File: config.mk
export PLATFORM = sky130hd
export DESIGN_NAME = neuron_train_sequencer
export DESIGN_NICKNAME = d
export VERILOG_FILES = /design/src/rtl/neuron_train_sequencer.sv
export SDC_FILE = /design/constraint.sdc
export NUM_CORES = 1
export LEC_CHECK = 0
export CAP_MARGIN = 10
export CORE_MARGIN = 2
export CORE_UTILIZATION = 40
export CTS_CLUSTER_SIZE = 12
export DETAILED_ROUTE_END_ITERATION = 7
export PLACE_DENSITY = 0.72
export SETUP_SLACK_MARGIN = 0.1
export SYNTH_ARGS = -nofsm -noshare
export SYNTH_HDL_FRONTEND = slang
export SYNTH_SLANG_ARGS = --single-unit
File: constraint.sdc
create_clock -name clock -period 11.1 [get_ports clock]
set_input_delay 2.22 -clock clock [delete_from_list [all_inputs] [get_ports clock]]
set_output_delay 2.22 -clock clock [all_outputs]
set_load 0.03 [all_outputs]
File: src/rtl/neuron_train_sequencer.sv
// neuron_train_sequencer: runs an M-neuron layer through EPOCHS x SAMPLES infer/learn steps; define NEURON_SEQ_EARLY_STOP_EN to end a run at the first error-free epoch
module neuron_train_sequencer #(
  parameter int N       = 16,
  parameter int M       = 8,
  parameter int W       = 8,
  parameter int SETTLE  = 2,
  parameter int SAMPLES = 16,
  parameter int EPOCHS  = 4,
  parameter int TOL     = 0
) (
  input  logic                clock,
  input  logic                reset_n,
  input  logic                start,
  input  logic                train,
  input  logic                s_valid,
  output logic                s_ready,
  input  logic [N-1:0][W-1:0] s_in,
  input  logic [M-1:0][W-1:0] s_expected,
  output logic                layer_valid,
  output logic                layer_learn,
  output logic [N-1:0][W-1:0] layer_in,
  output logic [M-1:0][W-1:0] layer_expected,
  input  logic [M-1:0][W-1:0] layer_out,
  output logic                busy,
  output logic                done,
  output logic [7:0]          epoch,
  output logic [15:0]         sample_idx,
  output logic [15:0]         err_count,
  output logic [15:0]         last_err
);
  localparam logic [3:0] IDLE     = 4'd0;
  localparam logic [3:0] FETCH    = 4'd1;
  localparam logic [3:0] INFER    = 4'd2;
  localparam logic [3:0] SETTLE_I = 4'd3;
  localparam logic [3:0] EVAL     = 4'd4;
  localparam logic [3:0] LEARN    = 4'd5;
  localparam logic [3:0] SETTLE_L = 4'd6;
  localparam logic [3:0] NEXT     = 4'd7;
  localparam logic [3:0] FIN      = 4'd8;
  localparam int CW = $clog2(M + 1);
  localparam logic [W-1:0] TOL_W = W'(TOL);

  logic [3:0]           state_q, state_d, cnt_q, cnt_d;
  logic                 train_q, train_d;
  logic [7:0]           epoch_q, epoch_d;
  logic [15:0]          idx_q, idx_d, err_q, err_d, last_q, last_d;
  logic [N-1:0][W-1:0]  in_q, in_d;
  logic [M-1:0][W-1:0]  exp_q, exp_d;
  logic [W-1:0]         diff;
  logic [CW-1:0]        miss;
  logic [16:0]          sum;
  logic [15:0]          err_sat;
  logic                 settled, last_sample, stop;

  assign s_ready        = state_q == FETCH;
  assign layer_valid    = state_q == INFER || state_q == LEARN;
  assign layer_learn    = state_q == LEARN;
  assign busy           = state_q != IDLE;
  assign done           = state_q == FIN;
  assign layer_in       = in_q;
  assign layer_expected = exp_q;
  assign epoch          = epoch_q;
  assign sample_idx     = idx_q;
  assign err_count      = err_q;
  assign last_err       = last_q;

  assign settled     = cnt_q == 4'(SETTLE - 1);
  assign last_sample = idx_q == 16'(SAMPLES - 1);
`ifdef NEURON_SEQ_EARLY_STOP_EN
  assign stop = epoch_q == 8'(EPOCHS - 1) || err_q == '0;
`else
  assign stop = epoch_q == 8'(EPOCHS - 1);
`endif

  // count neurons whose unsigned distance from the target exceeds the tolerance
  always_comb begin
    miss = '0;
    diff = '0;
    for (int k = 0; k < M; k++) begin
      diff = layer_out[k] > exp_q[k] ? layer_out[k] - exp_q[k] : exp_q[k] - layer_out[k];
      miss = miss + CW'(diff > TOL_W);
    end
  end

  assign sum     = {1'b0, err_q} + 17'(miss);
  assign err_sat = sum[16] ? 16'hFFFF : sum[15:0];

  // next-state and counter updates for the sample/epoch sequence
  always_comb begin
    state_d = state_q;
    cnt_d   = cnt_q;
    train_d = train_q;
    epoch_d = epoch_q;
    idx_d   = idx_q;
    err_d   = err_q;
    last_d  = last_q;
    in_d    = in_q;
    exp_d   = exp_q;
    case (state_q)
      IDLE: if (start) begin
        train_d = train;
        epoch_d = '0;
        idx_d   = '0;
        err_d   = '0;
        state_d = FETCH;
      end
      FETCH: if (s_valid) begin
        in_d    = s_in;
        exp_d   = s_expected;
        state_d = INFER;
      end
      INFER: begin
        cnt_d   = '0;
        state_d = SETTLE_I;
      end
      SETTLE_I: begin
        cnt_d   = cnt_q + 4'd1;
        state_d = settled ? EVAL : SETTLE_I;
      end
      EVAL: begin
        err_d   = err_sat;
        state_d = train_q ? LEARN : NEXT;
      end
      LEARN: begin
        cnt_d   = '0;
        state_d = SETTLE_L;
      end
      SETTLE_L: begin
        cnt_d   = cnt_q + 4'd1;
        state_d = settled ? NEXT : SETTLE_L;
      end
      NEXT: if (last_sample) begin
        last_d  = err_q;
        err_d   = '0;
        idx_d   = '0;
        epoch_d = stop ? epoch_q : epoch_q + 8'd1;
        state_d = stop ? FIN : FETCH;
      end else begin
        idx_d   = idx_q + 16'd1;
        state_d = FETCH;
      end
      FIN: state_d = IDLE;
      default: state_d = IDLE;
    endcase
  end

  // register bank; reset drops strobes and clears every output at once
  always_ff @(posedge clock or negedge reset_n) begin
    if (!reset_n) begin
      state_q <= IDLE;
      cnt_q   <= '0;
      train_q <= 1'b0;
      epoch_q <= '0;
      idx_q   <= '0;
      err_q   <= '0;
      last_q  <= '0;
      in_q    <= '0;
      exp_q   <= '0;
    end else begin
      state_q <= state_d;
      cnt_q   <= cnt_d;
      train_q <= train_d;
      epoch_q <= epoch_d;
      idx_q   <= idx_d;
      err_q   <= err_d;
      last_q  <= last_d;
      in_q    <= in_d;
      exp_q   <= exp_d;
    end
  end
endmodule
# Yosys cells after proc, flatten, opt, wreduce, memory -nomap -nowiden

Index checks and enable logic that the tools add are counted.

Input port bits: 261
Bits in read-only memories: 0
Register bits after elaboration: 257
Memories kept: 0
Logic and storage cells: 131
Output and inout port bits: 253
Bits in latches: 0
Bits in writable memories: 0

$add $sub $neg: 27
Bitwise operators: 0
Shifts and indexed selects: 0
Divide/modulo/power cells: 0
Reduce and logical (&&, ||, !) cells: 15
Multiply operators: 0
$lt $le $gt $ge: 16
Muxes and demuxes: 27
Eq/ne operators: 15

Operator list:

| operator                                            | count |
|---|---|
| subtractor 8 bit                                    | 16 |
| 2-to-1 mux 8 bit                                    | 11 |
| > comparator 8 x 1 -> 1 bit (second input constant) | 8 |
| > comparator 8 bit                                  | 8 |
| 2-to-1 mux 16 bit                                   | 4 |
| one-hot mux 16 bit (3 select lines)                 | 1 |
| one-hot mux 16 bit (2 select lines)                 | 1 |
| one-hot mux 4 bit (8 select lines)                  | 1 |
| adder 16 x 4 -> 17 bit                              | 1 |
| adder 16 x 1 -> 16 bit (second input constant)      | 1 |
| adder 4 x 1 -> 4 bit                                | 4 |
| == test 16 x 4 -> 1 bit (second input constant)     | 1 |
| == test 4 x 3 -> 1 bit (second input constant)      | 4 |
| 2-to-1 mux 4 bit                                    | 4 |
| one-hot mux 8 bit (2 select lines)                  | 1 |
| AND reduction 2 bit                                 | 5 |
| adder 8 x 1 -> 8 bit (second input constant)        | 1 |
| == test 4 x 1 -> 1 bit (second input constant)      | 2 |
| == test 4 x 2 -> 1 bit (second input constant)      | 2 |
| == test 8 x 2 -> 1 bit (second input constant)      | 1 |
| inequality test 2 bit (second input constant)       | 4 |
| one-hot mux 4 bit (2 select lines)                  | 1 |
| adder 3 x 1 -> 4 bit                                | 1 |
| adder 4 x 1 -> 4 bit (second input constant)        | 1 |
| other kinds (14)                                    | 16 |

# Longest topological paths before layout

Word-level depth: 13
Mapped depth: 25
Depth with buffers taken out: 23

# Worst setup path before layout

OpenSTA, ideal clock, no wires.

Path type: input port to flip-flop
From: input port layer_out[3] in the netlist's numbering
To: register err_q[13], in the netlist err_count[13]
Arrival: 7.363 ns
Cell stages on the path: 24
Path buffers: 2
Data required time: 11.017 ns
Setup slack: 3.654 ns
Setup time: 0.083 ns
Cell sequence: ha_1 > buf_2 > o21a_1 > o31ai_1 > a21oi_1 > or3b_2 > o211ai_1 > o2bb2ai_1 > o21ai_0 > fa_1 > fa_1 > inv_1 > fa_1 > fa_1 > inv_1 > fa_1 > a21o_1 > a21o_1 > and2_1 > nand4_1 > nor2_1 > clkbuf_1 > a21oi_1 > o22ai_1

Cells in the longest elaborated chain, start to end: 13
Elaborated cells on any way between the ends: 15
Those cells by class: 10 x add/sub; 2 x order compare; 3 x mux

RTL lines:

| what                                                          | RTL line | source |
|---|---|---|
| start: declaration                                            | 23       | `input logic [M-1:0][W-1:0] layer_out,` |
| subtractor 8 bit / > comparator 8 bit (equally long branches) | 80       | `diff = layer_out[k] > exp_q[k] ? layer_out[k] - exp_q[k] : exp_q[k] - layer_out[k];` |
| 2-to-1 mux 8 bit (*)                                          | 80       |  |
| > comparator 8 x 1 -> 1 bit (*)                               | 81       | `miss = miss + CW'(diff > TOL_W);` |
| adder 1 x 1 -> 2 bit (*)                                      | 81       |  |
| adder 2 x 1 -> 3 bit (*)                                      | 81       |  |
| adder 3 x 1 -> 4 bit (*)                                      | 81       |  |
| adder 4 x 1 -> 4 bit (*) (4 in a row)                         | 81       |  |
| adder 16 x 4 -> 17 bit (*)                                    | 85       | `assign sum = {1'b0, err_q} + 17'(miss);` |
| 2-to-1 mux 16 bit (*)                                         | 86       | `assign err_sat = sum[16] ? 16'hFFFF : sum[15:0];` |
| one-hot mux 16 bit (3 select lines) (*)                       | 99       | `case (state_q)` |
| end signal: assignment                                        | 165      | `err_q <= err_d;` |
| end: declaration                                              | 46       | `logic [15:0] idx_q, idx_d, err_q, err_d, last_q, last_d;` |

Every way passes the cells marked *; elsewhere a longest branch is shown, timed or not.
A chain may end at the register's enable or synchronous reset.

# Final worst setup path

From: input port layer_out[3] in the netlist's numbering
To: register err_q[5], in the netlist err_count[5]

The elaborated chain is that of the path after synthesis.

==> qor.txt <==
synthesized area -> 0.01531 mm2
H-tree depth -> 1
Cells after DPL -> 2442
max-cap check violation count -> 0
Worst Clk Skew -> 0.01341 ns
Core Area -> 0.03767 mm2
Final Slew Violations -> 0
most frequent cells in the layout -> clkdlybuf4s50_1, dfrtp_1, mux2_2
largest net degree at the start of global routing -> 88
Synth Net Count -> 1862
delay-heaviest family, CP -> adder cells
share of Yosys cell area claimed by the top area cell type -> 0.4200
critical path class -> input pin to flip-flop
Data arrival, critical path -> 8.77 ns
# nets final -> 2361
DR WL/cell -> 18.36 um
first-pass GRT wire length -> 69.80 mm
worst-case clock buffer depth -> 3
Post-DRT Antenna Nets -> 0
HP Class -> flip-flop to flip-flop
Worst setup SP type -> input pin
DR iter-0 viols -> 551
asr flop ratio synth -> 1.000
clk sinks -> 257
status -> finished, final reports clean
Hold Fails Final Rpt -> 0
commonest non-fill, non-tap cell in the layout -> clkdlybuf4s50_1
CTS-repair resized insts -> 0
EDFF count, synth -> 0
Root Buffer -> clkbuf_16
most frequent CP cell -> fa_1
CP max stage delay -> 0.66 ns
register area share after synthesis -> 0.4200
RePlAce Congestion -> 0.8600
Die W -> 199.7 um
postcts setup bufs -> 0
Die Y -> 199.7 um
Peak VDD IR -> 0.1795 mV
FP Rows -> 71
vias per cell -> 5.148
Top Ports -> 514
buffers plus inverters on the worst setup path -> 3
# DRC -> 0
Yosys top cell by area -> dfrtp_1
RSZ-0062 raised after global routing -> false
CTS Hold Buffers Added -> 0
CP Cell Sequence -> clkdlybuf4s50_1 > ha_1 > o21a_1 > o31ai_1 > a21oi_1 > or3b_2 > o211ai_1 > o2bb2ai_1 > o21ai_0 > fa_1 > fa_1 > inv_1 > fa_1 > fa_1 > inv_1 > fa_1 > a21o_1 > a21o_1 > and2_1 > nand4_1 > nor2_1 > a21oi_1 > o22ai_1
Req. time, crit path -> 11.59 ns
layout cell share with drive strength beyond 1 -> 0.1413
Finish-stage setup viols -> 0
total CTS buffers -> 31
crit path max-delay cell type -> nor2_1
Rel. slew slack -> 0.2829
Area contributors post-synth -> dfrtp_1, mux2_2, ha_1
Core Util, Final -> 0.5853
ys flop type -> dfrtp_1
number of global-route vias before repair -> 12940
Leak -> 9.830 nW
Final Critical Period -> 8.273 ns
grt ovf -> 0
Worst-Margin Slew -> 1.076 ns
total power -> 6.223 mW
Total GRT Usage -> 0.2217
Final period util -> 0.7453
CP Capture Type -> flip-flop
starting density of the core -> 0.4065
beginning of the critical path -> layer_out[3]
final std cells w/o fill -> 2506
Synth cell types -> 75
PwrDens -> 282.3 mW/mm2
Area Growth Syn to Fin -> 43.99%
Die ar. -> 0.03986 mm2
CTS tree -> yes
Peak Freq -> 120.9 MHz
#FFs+latches synth -> 257
vias -> 12900
beginning of the worst hold path -> layer_in[22]
dpl hpwl -> 35.40 mm
RR Startpoint -> layer_expected[5]
total routed wirelength -> 46.02 mm
Setup TNS -> 0 ns
crit-path max FO -> 14
worst-skew pair later-pin latency -> 0.58 ns
Mapped Cells -> 1466
Reg clk slew, reported paths -> 0.06 ns
First-pass DRT Iterations -> 6
port bufs -> 513
initial antenna violation count -> 8
Synth warnings -> 0
average cell area after synthesis -> 10.44 um2
==> report_power, final <==
group	internal, mW	switching, mW
combinational	1.56	1.90
sequential	1.32	0.315
clock	0.706	0.419
==> layer usage <==
layer  wire length (um)  global-route usage  vias up  share of wire
li1                   -                   -     6206              -
met4               1170             0.06502        4          0.025
met1              18390              0.2660     6193           0.40
met5                 30                   0        -        0.00065
met2              22450              0.3782      424           0.49
met3               3978             0.07241       74          0.086
==> sequential cells by signal, summed over array words and instances (netlist names) <==
register and cells:
last_err 16, train_q 1, sample_idx 16, state_q 4, layer_in 128, cnt_q 4, epoch 8, layer_expected 64
err_count 16
==> path summary, 6_finish.rpt <==
check | slack (ns) | end | cells past startpoint
max | 2.83 | err_count[5] | 23
min | 0.50 | layer_in[22] | 1
max reg2reg | 4.40 | err_count[5] | 23
min reg2reg | 0.50 | layer_in[22] | 1
max in group asynchronous | 7.33 | epoch[2] | 3
min in group asynchronous | 1.60 | layer_expected[19] | 1
==> cell usage after synthesis, drive strengths merged (4+ instances only) <==
master,instances
mux2i,8
o21ai,87
o31ai,12
a2111oi,4
a31oi,17
ha,130
xnor2,5
nor3b,9
a21oi,48
o211ai,11
nor4b,4
o41ai,7
and3,20
nor4,12
nand3b,7
nand4,10
o2111ai,6
buf,33
a2111o,4
o31a,6
nor2b,25
nor2,64
or4,8
dfrtp,257
clkbuf,20
fa,5
a211oi,8
inv,149
or3,9
nand2,83
o21a,11
nand2b,10
o21bai,4
nand3,26
nor3,35
and2,14
xor2,21
a21boi,4
mux2,213
a21o,14
a221oi,4
==> metrics by stage <==
stage	setup slack [ns]	cell area, um2	hold WS, ns
CTS	2.851	22020	0.5052
finish	2.827	22050	0.5040
detailed placement	2.229	20880	0.4921
global placement	2.395	20880	0.4852
global route	2.420	22050	0.5167
floorplan	3.654	15310	0.4715
==> layout make-up <==
class | instances | area [um2]
clock inverter | 12 | 232.7
clock buffer | 45 | 908.4
inverter | 149 | 559.3
multi-input combinational | 1007 | 8077
fill | 3212 | 15620
antenna | 6 | 15.01
timing repair buffer | 519 | 5185
tap | 511 | 639.4
sequential | 257 | 6431
==> worst register-to-register path, delay by kind of cell, from the launching register on <==
family | cells | cell delay (ns)
AOI/OAI and AO/OA | 9 | 1.68
and+or+nand+nor | 5 | 1.58
buffers and inverters | 3 | 0.21
DFF | 1 | 0.46
adders and majority gates | 6 | 2.67
==> kinds of logic after synthesis <==
logic type	Yosys count	synth area share
and+or+nand+nor	351	0.1202
AOI/OAI and AO/OA	273	0.1166
DFF	257	0.4200
muxes	221	0.1619
buffers and inverters	202	0.05303
adders and majority gates	136	0.1134
xor gates and xnor gates	26	0.01487
Power figures use the tool's default switching activity.
